[src/rtl/rand_spawner_pkg.sv]
// Shared types and constants for the enemy spawner: FSM states, widths and
// the bit-field layout of the 20-bit LFSR word.
package rand_spawner_pkg;

  typedef enum logic [1:0] {
    IDLE   = 2'd0,
    WAIT   = 2'd1,
    SAMPLE = 2'd2,
    OFFER  = 2'd3
  } state_e;

  localparam int RND_W = 20;
  localparam int X_W   = 10;

  localparam int X_LSB     = 0;
  localparam int X_MSB     = 9;
  localparam int KIND_LSB  = 10;
  localparam int KIND_MSB  = 11;
  localparam int SPEED_LSB = 12;
  localparam int SPEED_MSB = 13;
  localparam int GAP_LSB   = 15;
  localparam int GAP_MSB   = 19;

  localparam int REPEAT_DIST = 64;

  function automatic logic [X_W-1:0] abs_diff(input logic [X_W-1:0] a,
                                               input logic [X_W-1:0] b);
    return (a > b) ? (a - b) : (b - a);
  endfunction

endpackage

[src/rtl/rand_spawner_sampler.sv]
// Combinational candidate check and payload extraction for one random word.
// SPAWN_AVOID_REPEAT_EN adds rejection of X positions near the last spawn.
module spawn_sampler
  import rand_spawner_pkg::*;
#(
  parameter int X_RANGE  = 600,
  parameter int X_OFFSET = 20
) (
  input  logic [SPEED_MSB:0] rnd_i,
`ifdef SPAWN_AVOID_REPEAT_EN
  input  logic [X_W-1:0]     last_x_i,
`endif
  output logic               accept_o,
  output logic [X_W-1:0]     cand_x_o,
  output logic [X_W-1:0]     fb_x_o,
  output logic [1:0]         kind_o,
  output logic [2:0]         speed_o
);

  localparam logic [X_W:0]   X_RANGE_C  = (X_W+1)'(X_RANGE);
  localparam logic [X_W-1:0] X_OFFSET_C = X_W'(X_OFFSET);

  logic in_range;

  // NOTE: only continuous assigns here, so every output is always driven and no latch can form.
  assign in_range = {1'b0, rnd_i[X_MSB:X_LSB]} < X_RANGE_C;
  assign cand_x_o = X_OFFSET_C + rnd_i[X_MSB:X_LSB];
  // Fallback drops the X MSB so the sample is < 512 and always on screen.
  assign fb_x_o   = X_OFFSET_C + {1'b0, rnd_i[X_MSB-1:X_LSB]};
  assign kind_o   = rnd_i[KIND_MSB:KIND_LSB];
  assign speed_o  = 3'd1 + {1'b0, rnd_i[SPEED_MSB:SPEED_LSB]};

`ifdef SPAWN_AVOID_REPEAT_EN
  assign accept_o = in_range &&
                    (abs_diff(cand_x_o, last_x_i) >= X_W'(REPEAT_DIST));
`else
  assign accept_o = in_range;
`endif

endmodule

[src/rtl/rand_spawner.sv]
// Turns the free-running LFSR word into timed enemy spawn requests with a
// difficulty ramp. Optional macro: SPAWN_AVOID_REPEAT_EN (no repeat X).
module rand_spawner
  import rand_spawner_pkg::*;
#(
  parameter int X_RANGE   = 600,
  parameter int X_OFFSET  = 20,
  parameter int GAP_MIN   = 30,
  parameter int GAP_FLOOR = 8,
  parameter int MAX_TRIES = 8,
  parameter int DIFF_STEP = 16
) (
  input  logic             clk,
  input  logic             rst_n,
  input  logic [RND_W-1:0] rnd,
  input  logic             frame_tick,
  input  logic             enable,
  input  logic             spawn_ready,
  output logic             spawn_valid,
  output logic [X_W-1:0]   spawn_x,
  output logic [1:0]       spawn_kind,
  output logic [2:0]       spawn_speed,
  output logic [7:0]       gap_min
);

  localparam logic [7:0] GAP_MIN_C   = 8'(GAP_MIN);
  localparam logic [7:0] GAP_FLOOR_C = 8'(GAP_FLOOR);
  localparam logic [7:0] TRY_LAST    = 8'(MAX_TRIES - 1);
  localparam logic [7:0] STEP_LAST   = 8'(DIFF_STEP - 1);

  state_e         state_q;
  logic [7:0]     gap_cnt_q;
  logic [7:0]     try_q;
  logic [7:0]     step_q;
  logic [7:0]     gap_min_q;
  logic           valid_q;
  logic [X_W-1:0] x_q;
  logic [1:0]     kind_q;
  logic [2:0]     speed_q;

  logic           accept;
  logic [X_W-1:0] cand_x;
  logic [X_W-1:0] fb_x;
  logic [1:0]     kind;
  logic [2:0]     speed;

  logic           xfer;
  logic [7:0]     gap_ramp;
  logic [7:0]     gap_min_d;
  logic [7:0]     gap_load_d;
  logic           unused_rnd;

  assign unused_rnd = rnd[GAP_LSB-1];

`ifdef SPAWN_AVOID_REPEAT_EN
  logic [X_W-1:0] last_x_q;
`endif

  spawn_sampler #(
    .X_RANGE  (X_RANGE),
    .X_OFFSET (X_OFFSET)
  ) u_sampler (
    .rnd_i    (rnd[SPEED_MSB:0]),
`ifdef SPAWN_AVOID_REPEAT_EN
    .last_x_i (last_x_q),
`endif
    .accept_o (accept),
    .cand_x_o (cand_x),
    .fb_x_o   (fb_x),
    .kind_o   (kind),
    .speed_o  (speed)
  );

  // The ramp step is folded into the reload so a transfer uses the new gap.
  assign xfer       = (state_q == OFFER) && spawn_ready;
  assign gap_ramp   = (gap_min_q >= GAP_FLOOR_C + 8'd2) ? (gap_min_q - 8'd2) : GAP_FLOOR_C;
  assign gap_min_d  = (xfer && step_q == STEP_LAST) ? gap_ramp : gap_min_q;
  assign gap_load_d = gap_min_d + {3'b000, rnd[GAP_MSB:GAP_LSB]};

  // NOTE: sequential state uses non-blocking assignments so every register sees pre-edge values.
  always_ff @(posedge clk or negedge rst_n) begin
    if (!rst_n) begin
      state_q   <= IDLE;
      gap_cnt_q <= '0;
      try_q     <= '0;
      step_q    <= '0;
      gap_min_q <= GAP_MIN_C;
      valid_q   <= 1'b0;
      x_q       <= '0;
      kind_q    <= '0;
      speed_q   <= '0;
`ifdef SPAWN_AVOID_REPEAT_EN
      last_x_q  <= '0;
`endif
    end else begin
      case (state_q)
        IDLE: begin
          if (enable) begin
            gap_cnt_q <= gap_load_d;
            state_q   <= WAIT;
          end
        end
        WAIT: begin
          if (!enable) begin
            state_q <= IDLE;
          end else if ((frame_tick && gap_cnt_q == 8'd1) || gap_cnt_q == 8'd0) begin
            try_q   <= '0;
            state_q <= SAMPLE;
          end else if (frame_tick) begin
            gap_cnt_q <= gap_cnt_q - 8'd1;
          end
        end
        SAMPLE: begin
          if (!enable) begin
            state_q <= IDLE;
          end else if (accept || try_q == TRY_LAST) begin
            x_q     <= accept ? cand_x : fb_x;
            kind_q  <= kind;
            speed_q <= speed;
            valid_q <= 1'b1;
            state_q <= OFFER;
          end else begin
            try_q <= try_q + 8'd1;
          end
        end
        OFFER: begin
          // A pending request is never withdrawn; enable only picks the exit.
          if (spawn_ready) begin
            valid_q   <= 1'b0;
            step_q    <= (step_q == STEP_LAST) ? 8'd0 : step_q + 8'd1;
            gap_min_q <= gap_min_d;
            gap_cnt_q <= gap_load_d;
            state_q   <= enable ? WAIT : IDLE;
`ifdef SPAWN_AVOID_REPEAT_EN
            last_x_q  <= x_q;
`endif
          end
        end
        default: state_q <= IDLE;
      endcase
    end
  end

  assign spawn_valid = valid_q;
  assign spawn_x     = x_q;
  assign spawn_kind  = kind_q;
  assign spawn_speed = speed_q;
  assign gap_min     = gap_min_q;

endmodule

[config.mk]
export PLATFORM = sky130hd
export DESIGN_NAME = rand_spawner
export DESIGN_NICKNAME = d
export VERILOG_FILES = /design/src/rtl/rand_spawner_pkg.sv /design/src/rtl/rand_spawner_sampler.sv /design/src/rtl/rand_spawner.sv
export SDC_FILE = /design/constraint.sdc
export NUM_CORES = 1
export LEC_CHECK = 0
export CAP_MARGIN = 20
export CORE_MARGIN = 2
export CORE_UTILIZATION = 45
export CTS_CLUSTER_SIZE = 30
export DETAILED_ROUTE_END_ITERATION = 10
export PLACE_DENSITY = 0.72
export SYNTH_ARGS = -nofsm -noshare
export SYNTH_HDL_FRONTEND = slang
export SYNTH_SLANG_ARGS = --single-unit
[constraint.sdc]
create_clock -name clk -period 4.8 [get_ports clk]
set_input_delay 0.72 -clock clk [delete_from_list [all_inputs] [get_ports clk]]
set_output_delay 0.72 -clock clk [all_outputs]
set_load 0.05 [all_outputs]
==> results_tabular.tex <==
\begin{tabular}{lr}
\hline
Metric & Value \\
\hline
\multicolumn{2}{l}{\textbf{Timing}} \\
Actual transition at the worst max-transition pin & 0.9337 ns \\
Final min period & 3.911 ns \\
Relative max-transition margin & 0.3718 \\
Final setup violating endpoints & 0 \\
Fin Clk Skew & 0.008536 ns \\
Final hold vios & 0 \\
Final worst-path cycle share & 0.8148 \\
Unrepaired setup endpoints after global routing & false \\
Worst-case setup margin in the final layout & between 0.8 and 0.9 ns \\
F\_max & 255.7 MHz \\
Pins Over Slew Limit & 0 \\
Setup Total Neg Slack & 0 ns \\
\multicolumn{2}{l}{\textbf{Setup path}} \\
Req. time, crit path & 4.99 ns \\
Launch point of the worst path & spawn\_ready \\
Type of the setup path with the least slack & in -> reg \\
Setup crit start kind & input pin \\
Crit end category & flip-flop \\
Reg-to-reg critical path startpoint & step\_q[5] \\
CP max FO & 11 \\
Data arrival time of the critical path & about 4 ns \\
\multicolumn{2}{l}{\textbf{Placement}} \\
DP HPWL & between 4000 and 5000 um \\
Pre-CTS setup slack & about 0.57 ns \\
Count of input and output buffers & 47 \\
Final weighted congestion in routability-driven placement & 0.8242 \\
Area of placed instances & 3448 um\^{}2 \\
\multicolumn{2}{l}{\textbf{Clocking}} \\
Number of hold-repair buffers added at the cts stage & 0 \\
CTS max path bufs & 2 \\
Clk slew on worst S/H paths & 0.09 ns \\
Clock tree from TritonCTS & built \\
Clock tree sinks & 50 \\
Buffer cell driving the clock tree root & clkbuf\_8 \\
Inserted Clock Buffers & 5 \\
Clock insertion delay at the later pin of the skew report & 0.31 ns \\
Number of gates resized after cts & 0 \\
\# Post-CTS Setup Buffers & 0 \\
Deepest level of the CTS H-tree & 2 \\
\multicolumn{2}{l}{\textbf{Floorplan}} \\
Initial standard-cell utilization of the core & 0.4606 \\
Core outline area & between 6000 and 7000 um\^{}2 \\
Total Die Area & 7083 um\^{}2 \\
Num ports & 49 \\
Row cnt & 29 \\
Die outline height & 84.16 um \\
DIE WIDTH & 84.16 um \\
\multicolumn{2}{l}{\textbf{Yosys}} \\
Share of synthesized cell area in and, or, nand and nor gates & 0.1757 \\
Share of cell area taken by muxes after synthesis & 0.03072 \\
Average cell area after synthesis & 9.543 um\^{}2 \\
Synth Register Bits & 50 \\
Compound-gate portion of the synthesized area & 0.1783 \\
Number of enable-type register cells in the synthesized netlist & 0 \\
Syn Std Cell Area & 2892 um\^{}2 \\
Adder-Cell Fraction of Synth Area & 0.08048 \\
Unique cell type count in the Yosys netlist & 52 \\
Post-synthesis net count & 346 \\
Yosys Warn Count & 0 \\
Xor-xnor portion of the synthesized cell area & 0.07270 \\
Largest family of logic cells by synthesized area & compound AO/OA/AOI/OAI gates \\
Seq/Total Area, Yosys & 0.4344 \\
Fraction of registers with async set or reset after synthesis & 1.000 \\
Most used flip-flop cell after synthesis & dfrtp\_1 \\
Number of cells produced by synthesis & 303 \\
\multicolumn{2}{l}{\textbf{Detailed routing}} \\
Remaining antenna violation count & 0 \\
Vias after detailed routing & around 2400 \\
Top routing layer in use & met4 \\
Violation count after the first detailed-routing iteration & 106 \\
DRC viols & 0 \\
Routed length on met1 & 2859 um \\
Total Wirelength & 5910 um \\
Post-DR wirelength/cell & $\sim$14 um \\
First-pass iteration count of the detailed router & 4 \\
Total length of routed met3 wires & 244 um \\
Wire length on met2 & 2765 um \\
Via density per instance & $\sim$5.5 \\
\multicolumn{2}{l}{\textbf{Finish}} \\
Count of antenna diodes in the layout & 0 \\
Filler Cell Count & slightly below 600 \\
Fraction of the core area covered by cells at the end of the flow & 0.5651 \\
Area growth from synthesis to layout & 22.67\% \\
Fraction of layout instances using a drive strength above 1 & 0.09296 \\
Area of all placed cells without fillers & between 3000 and 4000 um\^{}2 \\
Post-layout nets & 397 \\
Seq. cell area & approximately 1300 um\^{}2 \\
Multi-input logic area & 1555 um\^{}2 \\
Highest-count cells in the layout ignoring fill and taps & dfrtp\_1 (46), clkdlybuf4s50\_1 (46), o21ai\_0 (33), nand2\_1 (28), nor2\_1 (21) \\
\multicolumn{2}{l}{\textbf{Power}} \\
Pleak & between 1.5 and 2 nW \\
Total power draw & 1.691 mW \\
Ratio of total power to cell area & 476.8 nW/um\^{}2 \\
Max VDD drop & 0.3085 mV \\
\multicolumn{2}{l}{\textbf{Status}} \\
Run status & finished, final reports clean \\
\multicolumn{2}{l}{\textbf{GRT}} \\
GR Overflow Total & 0 \\
Via count of the first global-routing pass & roughly 2300 \\
Antenna violations before repair & 0 \\
Wire length of the first global-routing pass & 10050 um \\
Largest net degree at the start of global routing & 51 \\
Total routing usage reported by global routing & 0.1718 \\
\multicolumn{2}{l}{\textbf{Hold path}} \\
Worst hold path startpoint & spawn\_x[2] \\
Hold WC Path Type & reg -> reg \\
\multicolumn{2}{l}{\textbf{Job}} \\
Max cap viols & 0 \\
\hline
\end{tabular}
flip-flops by register name (all words and copies together), names as in the netlist:
name         flops
spawn_x         10
gap_cnt_q        8
gap_min          8
step_q           8
try_q            8
spawn_speed      3
spawn_kind       2
state_q          2
spawn_valid      1
kinds of logic (layout without fill, tap and decap cells):
logic type / after synthesis / count (layout)
AND/OR/NAND/NOR: 101 / 101
AO/OA/AOI/OAI: 82 / 82
flip-flops: 50 / 50
XOR/XNOR: 24 / 24
buffers and inverters: 20 / 72
adder cells (fa/ha/maj): 18 / 18
multiplexers: 8 / 8
power breakdown:
| group | switching (mW) | internal [mW] | leakage, nW | total, mW |
|---|---|---|---|---|
| combinational | 0.507 | 0.301 | 0.875 | 0.808 |
| clock | 0.145 | 0.119 | 0.0478 | 0.263 |
| sequential | 0.0888 | 0.531 | 0.651 | 0.620 |
| total | 0.740 | 0.951 | 1.57 | 1.69 |
metal layers:
layer / vias to the layer above / global-route usage
met3: 5 / 0.03048
li1: 1188 / -
met1: 1132 / 0.2289
met4: 0 / 0.04399
met5: - / 0
met2: 57 / 0.2915
synth_stat cells, types with 4 or more instances:
cell,count,area [um^2]
dfstp_2,4,105.1
nor2b_1,4,25.02
nor3_1,6,30.03
o22ai_1,4,25.02
nor4_1,4,25.02
inv_1,14,52.55
xnor2_1,13,113.9
ha_1,17,212.7
o21ai_0,33,165.2
dfrtp_1,46,1151
a21o_1,7,52.55
a21oi_1,11,55.05
buf_2,4,20.02
o31ai_1,6,45.04
xor2_1,11,96.34
mux2_2,7,78.83
nor2_1,21,78.83
nand2_1,28,105.1
nand3_1,14,70.07
final timing paths:
path / slack, ns / cells past startpoint / to
max in group asynchronous: 3.87 / 2 / gap_min[6]
min in group asynchronous: 0.52 / 2 / spawn_x[8]
min reg2reg: 0.48 / 2 / spawn_x[2]
max: 0.89 / 12 / gap_cnt_q[7]
max reg2reg: 0.96 / 11 / gap_cnt_q[7]
min: 0.48 / 2 / spawn_x[2]
metrics by stage:
step           hold slack, ns  instances
2_1_floorplan          0.4244        303
6_report               0.4838        432
3_5_place_dp           0.4694        424
4_1_cts                0.4895        432
3_3_place_gp           0.4602        424
5_1_grt                0.5059        432
area by class of cell:
class / instances / area share
Multi-Input combinational cell: 233 / 0.4384
Sequential cell: 50 / 0.3541
Tap cell: 77 / 0.02716
Timing Repair Buffer: 50 / 0.1376
Clock inverter: 2 / 0.004586
Clock buffer: 6 / 0.02328
Inverter: 14 / 0.01481
worst max-delay path, stage by stage:
cell             delay, ns
clkdlybuf4s50_1       0.56
nand2_1               0.20
or3_2                 0.62
or2_2                 0.37
o21ai_0               0.34
ha_1                  0.33
a211oi_1              0.22
o21bai_1              0.11
a21oi_1               0.26
nor3_2                0.07
xnor2_1               0.19
o221ai_2              0.11
(Power assumes the default switching activity.)
==> patch 1: new RTL, same flow settings <==
Add a define of `SPAWN_AVOID_REPEAT_EN`.
--- a/src/rtl/rand_spawner_sampler.sv
+++ b/src/rtl/rand_spawner_sampler.sv
@@ -1,5 +1,7 @@
 // Combinational candidate check and payload extraction for one random word.
 // SPAWN_AVOID_REPEAT_EN adds rejection of X positions near the last spawn.
+`define SPAWN_AVOID_REPEAT_EN
+
 module spawn_sampler
   import rand_spawner_pkg::*;
 #(
Behaviour: same outputs for any inputs over 10 cycles, from zero or initial values and one cycle with rst_n low; that may be too few to reach the edited logic, so the function may still have changed.
==> patch 1 against the original RTL <==
- sequential share of layout area shrank 6.2 points
- non-clock buffer count grew 5
- worst hold slack gained 0.0036 ns
- combinational power grew 89%
- sequential cell count grew 10
- wire length grew 63%
- critical path type unchanged
- power grew 65%
- critical path depth grew 1
- setup slack lost 0.47 ns
- design area grew 45%
- synthesized area grew 51%
- core utilization shrank 1.3 points
- clock power grew 75%
- critical endpoint is now spawn_x[4]
==> patch 1: results <==
{
  "hpwl_um": 7150,
  "crit_path_max_fanout": 15,
  "worst_hold_slack_ns": 0.487,
  "grt_max_degree": 61,
  "drt-initial-drc-count": 113,
  "r2r_setup_slack_ns": 1.39,
  "status": "finished, final reports clean",
  "crit_arrival_ns": 4.60,
  "path_clk_slew_ns": 0.06,
  "min_period_ns": 4.39,
  "cpLargestDelayFamily": "compound AO/OA/AOI/OAI gates",
  "synth.net_count": 551,
  "fin_nets": 597,
  "p_leak_nw": 2.28,
  "ir_drop_mv": 0.259,
  "whs_endpoint": "step_q[7]",
  "holdCritStartpoint": "step_q[7]",
  "grt_pass1_vias": 3650,
  "crit_path_end": "spawn_x[4]",
  "htree_num_levels": 3,
  "insertion_delay_ns": 0.34,
  "cpPeakStageDelay_ns": 0.56,
  "num_vias": 3641,
  "totalWireLength_um": 9660,
  "hold_depth": 1,
  "final_cells": 667,
  "grt_pass1_wl_um": 17100,
  "crit_path_top_delay_cell": "a21oi_4",
  "drive_gt1_share_pct": 10.4,
  "yosysSeqAreaShare_pct": 34.5,
  "r2r_end": "gap_cnt_q[6]",
  "crit_start": "rnd[2]",
  "dp_slack_ns": 0.0766,
  "tightest_slew_ns": 0.875,
  "placed_cells": 651,
  "yosys-top-cells-count": "dfrtp_1, nand2_1, inv_1, o21ai_0, ha_1",
  "yosysUniqueCellTypes": 63
}
==> patch 1: cell types whose count changed in the layout (fill, tap and decap cells not counted), sizes merged, moves of 7 or more <==
cell	delta
o211ai	+7
mux2	+12
ha	+19
nand2	+22
inv	+28
dfrtp	+10
nand3	+7
clkbuf	+8
a21oi	+19
==> patch 1: worst reg2reg max path, cell delays in order (launching register included) <==
cell,delay [ns]
dfrtp_1,0.43
or4_4,0.58
or3_1,0.45
nor2_1,0.25
nor2b_1,0.08
ha_1,0.20
inv_1,0.07
fa_1,0.20
inv_1,0.05
a21oi_1,0.14
o21bai_1,0.10
a21o_1,0.19
nand2_1,0.06
mux2_2,0.33
o22ai_1,0.10
a21oi_1,0.06
==> patch 1: report_power, final <==
part | switching (mW) | leakage (nW) | internal, mW
logic | 0.917 | 1.42 | 0.614
registers | 0.135 | 0.760 | 0.670
clock network | 0.192 | 0.101 | 0.268
total | 1.24 | 2.28 | 1.55
==> patch 1: kinds of logic after synthesis <==
kind of cell    synth area share, %
xor+xnor                       4.22
simple gates                   17.7
mux                            6.97
buf+inv                        5.99
flops                          34.5
fa+ha+maj                      11.7
compound gates                 18.9
==> patch 1: per-layer routing <==
layer,vias up,global-route usage (%),wire (um)
met5,-,0,0
met4,0,5.23,87
met3,6,3.90,271
met2,55,33.6,4660
met1,1761,28.1,4640
li1,1819,-,-
==> patch 1: area by class of cell <==
cell class | instances | area, um^2 | area share, %
Sequential cell | 60 | 1510 | 29.3
Inverter | 43 | 161 | 3.13
Clock buffer | 14 | 163 | 3.16
Timing Repair Buffer | 55 | 526 | 10.2
Tap cell | 129 | 161 | 3.13
Clock inverter | 2 | 35.0 | 0.680
Multi-Input combinational cell | 364 | 2600 | 50.4
==> patch 2: new RTL, config.mk and constraints unchanged <==
Made on the original files. The 4 states of `state_e` get a one-hot encoding in 4 bits.
--- a/src/rtl/rand_spawner_pkg.sv
+++ b/src/rtl/rand_spawner_pkg.sv
@@ -2,11 +2,11 @@
 // the bit-field layout of the 20-bit LFSR word.
 package rand_spawner_pkg;
 
-  typedef enum logic [1:0] {
-    IDLE   = 2'd0,
-    WAIT   = 2'd1,
-    SAMPLE = 2'd2,
-    OFFER  = 2'd3
+  typedef enum logic [3:0] {
+    IDLE   = 4'b0001,
+    WAIT   = 4'b0010,
+    SAMPLE = 4'b0100,
+    OFFER  = 4'b1000
   } state_e;
 
   localparam int RND_W = 20;
Behaviour: no difference found for any inputs over 10 cycles, from zero or initial values and one cycle with rst_n low; not proved beyond that.
==> patch 2 against the original RTL <==
- the run now ends with design-rule violations left
- wire length up 4.3%
- sequential cell count up 2
- clock skew about the same
- design area up 2.8%
- synthesized area up 4.0%
- cell count up 1.2%
- setup slack better by 0.28 ns
- non-clock buffer count up 1
Power is not compared: it rests on default switching activity, and its combinational part moved more than twofold at a synthesized area within 25%.
==> patch 2: results <==
{
  "nMultiInputCombCells": 237,
  "yosysUniqueCellTypes": 57,
  "status": "finished with violations",
  "postSynthRegisterBits": 52,
  "crit_arrival_ns": 3.85,
  "hp-class": "primary input to asynchronous set/reset pin",
  "failed_checks": "design-rule violations",
  "hpwl_um": 4380,
  "grt_max_degree": 53,
  "fillers": 564,
  "crit_path_end": "gap_cnt_q[6]",
  "multi_input_area_um2": 1620,
  "drc": 8,
  "yosysSeqAreaShare_pct": 43.5,
  "sh_seq_area_pct": 35.9,
  "final_cells": 437,
  "totalWireLength_um": 6160,
  "synth-xor-area-share_pct": 5.83,
  "tightest_slew_ns": 1.01,
  "clock_cell_area_share_pct": 2.33,
  "synth_adder_area_share_pct": 5.66,
  "cpPeakStageDelay_ns": 0.59,
  "synth.net_count": 348,
  "crit_start": "gap_min[6]",
  "r2r_setup_slack_ns": 1.17,
  "place_area_um2": 3560,
  "drt-pass1-iter-count": 8
}
patch 2: changes by cell type in the layout (fill, tap and decap cells not counted), moves of 3 or more:
| cell | delta |
|---|---|
| ha_1 | -5 |
| nor2_1 | +9 |
| nand3_1 | -3 |
| xor2_1 | -3 |
| nand2b_1 | +3 |
| nor3_1 | +3 |
| nor4_1 | -3 |
| a21oi_1 | +4 |
| o22ai_1 | -4 |
| o21ai_0 | -12 |
| mux2_2 | +4 |
| and3_1 | +3 |
patch 2: per-layer routing:
| layer | part of all wire, % | GRT usage (%) | wire [um] | up-vias |
|---|---|---|---|---|
| li1 | - | - | - | 1223 |
| met1 | 48 | 23.7 | 2950 | 1148 |
| met2 | 46 | 29.8 | 2820 | 60 |
| met3 | 5.5 | 3.75 | 341 | 5 |
| met4 | 0.83 | 4.33 | 51 | 0 |
| met5 | 0 | 0 | 0 | - |
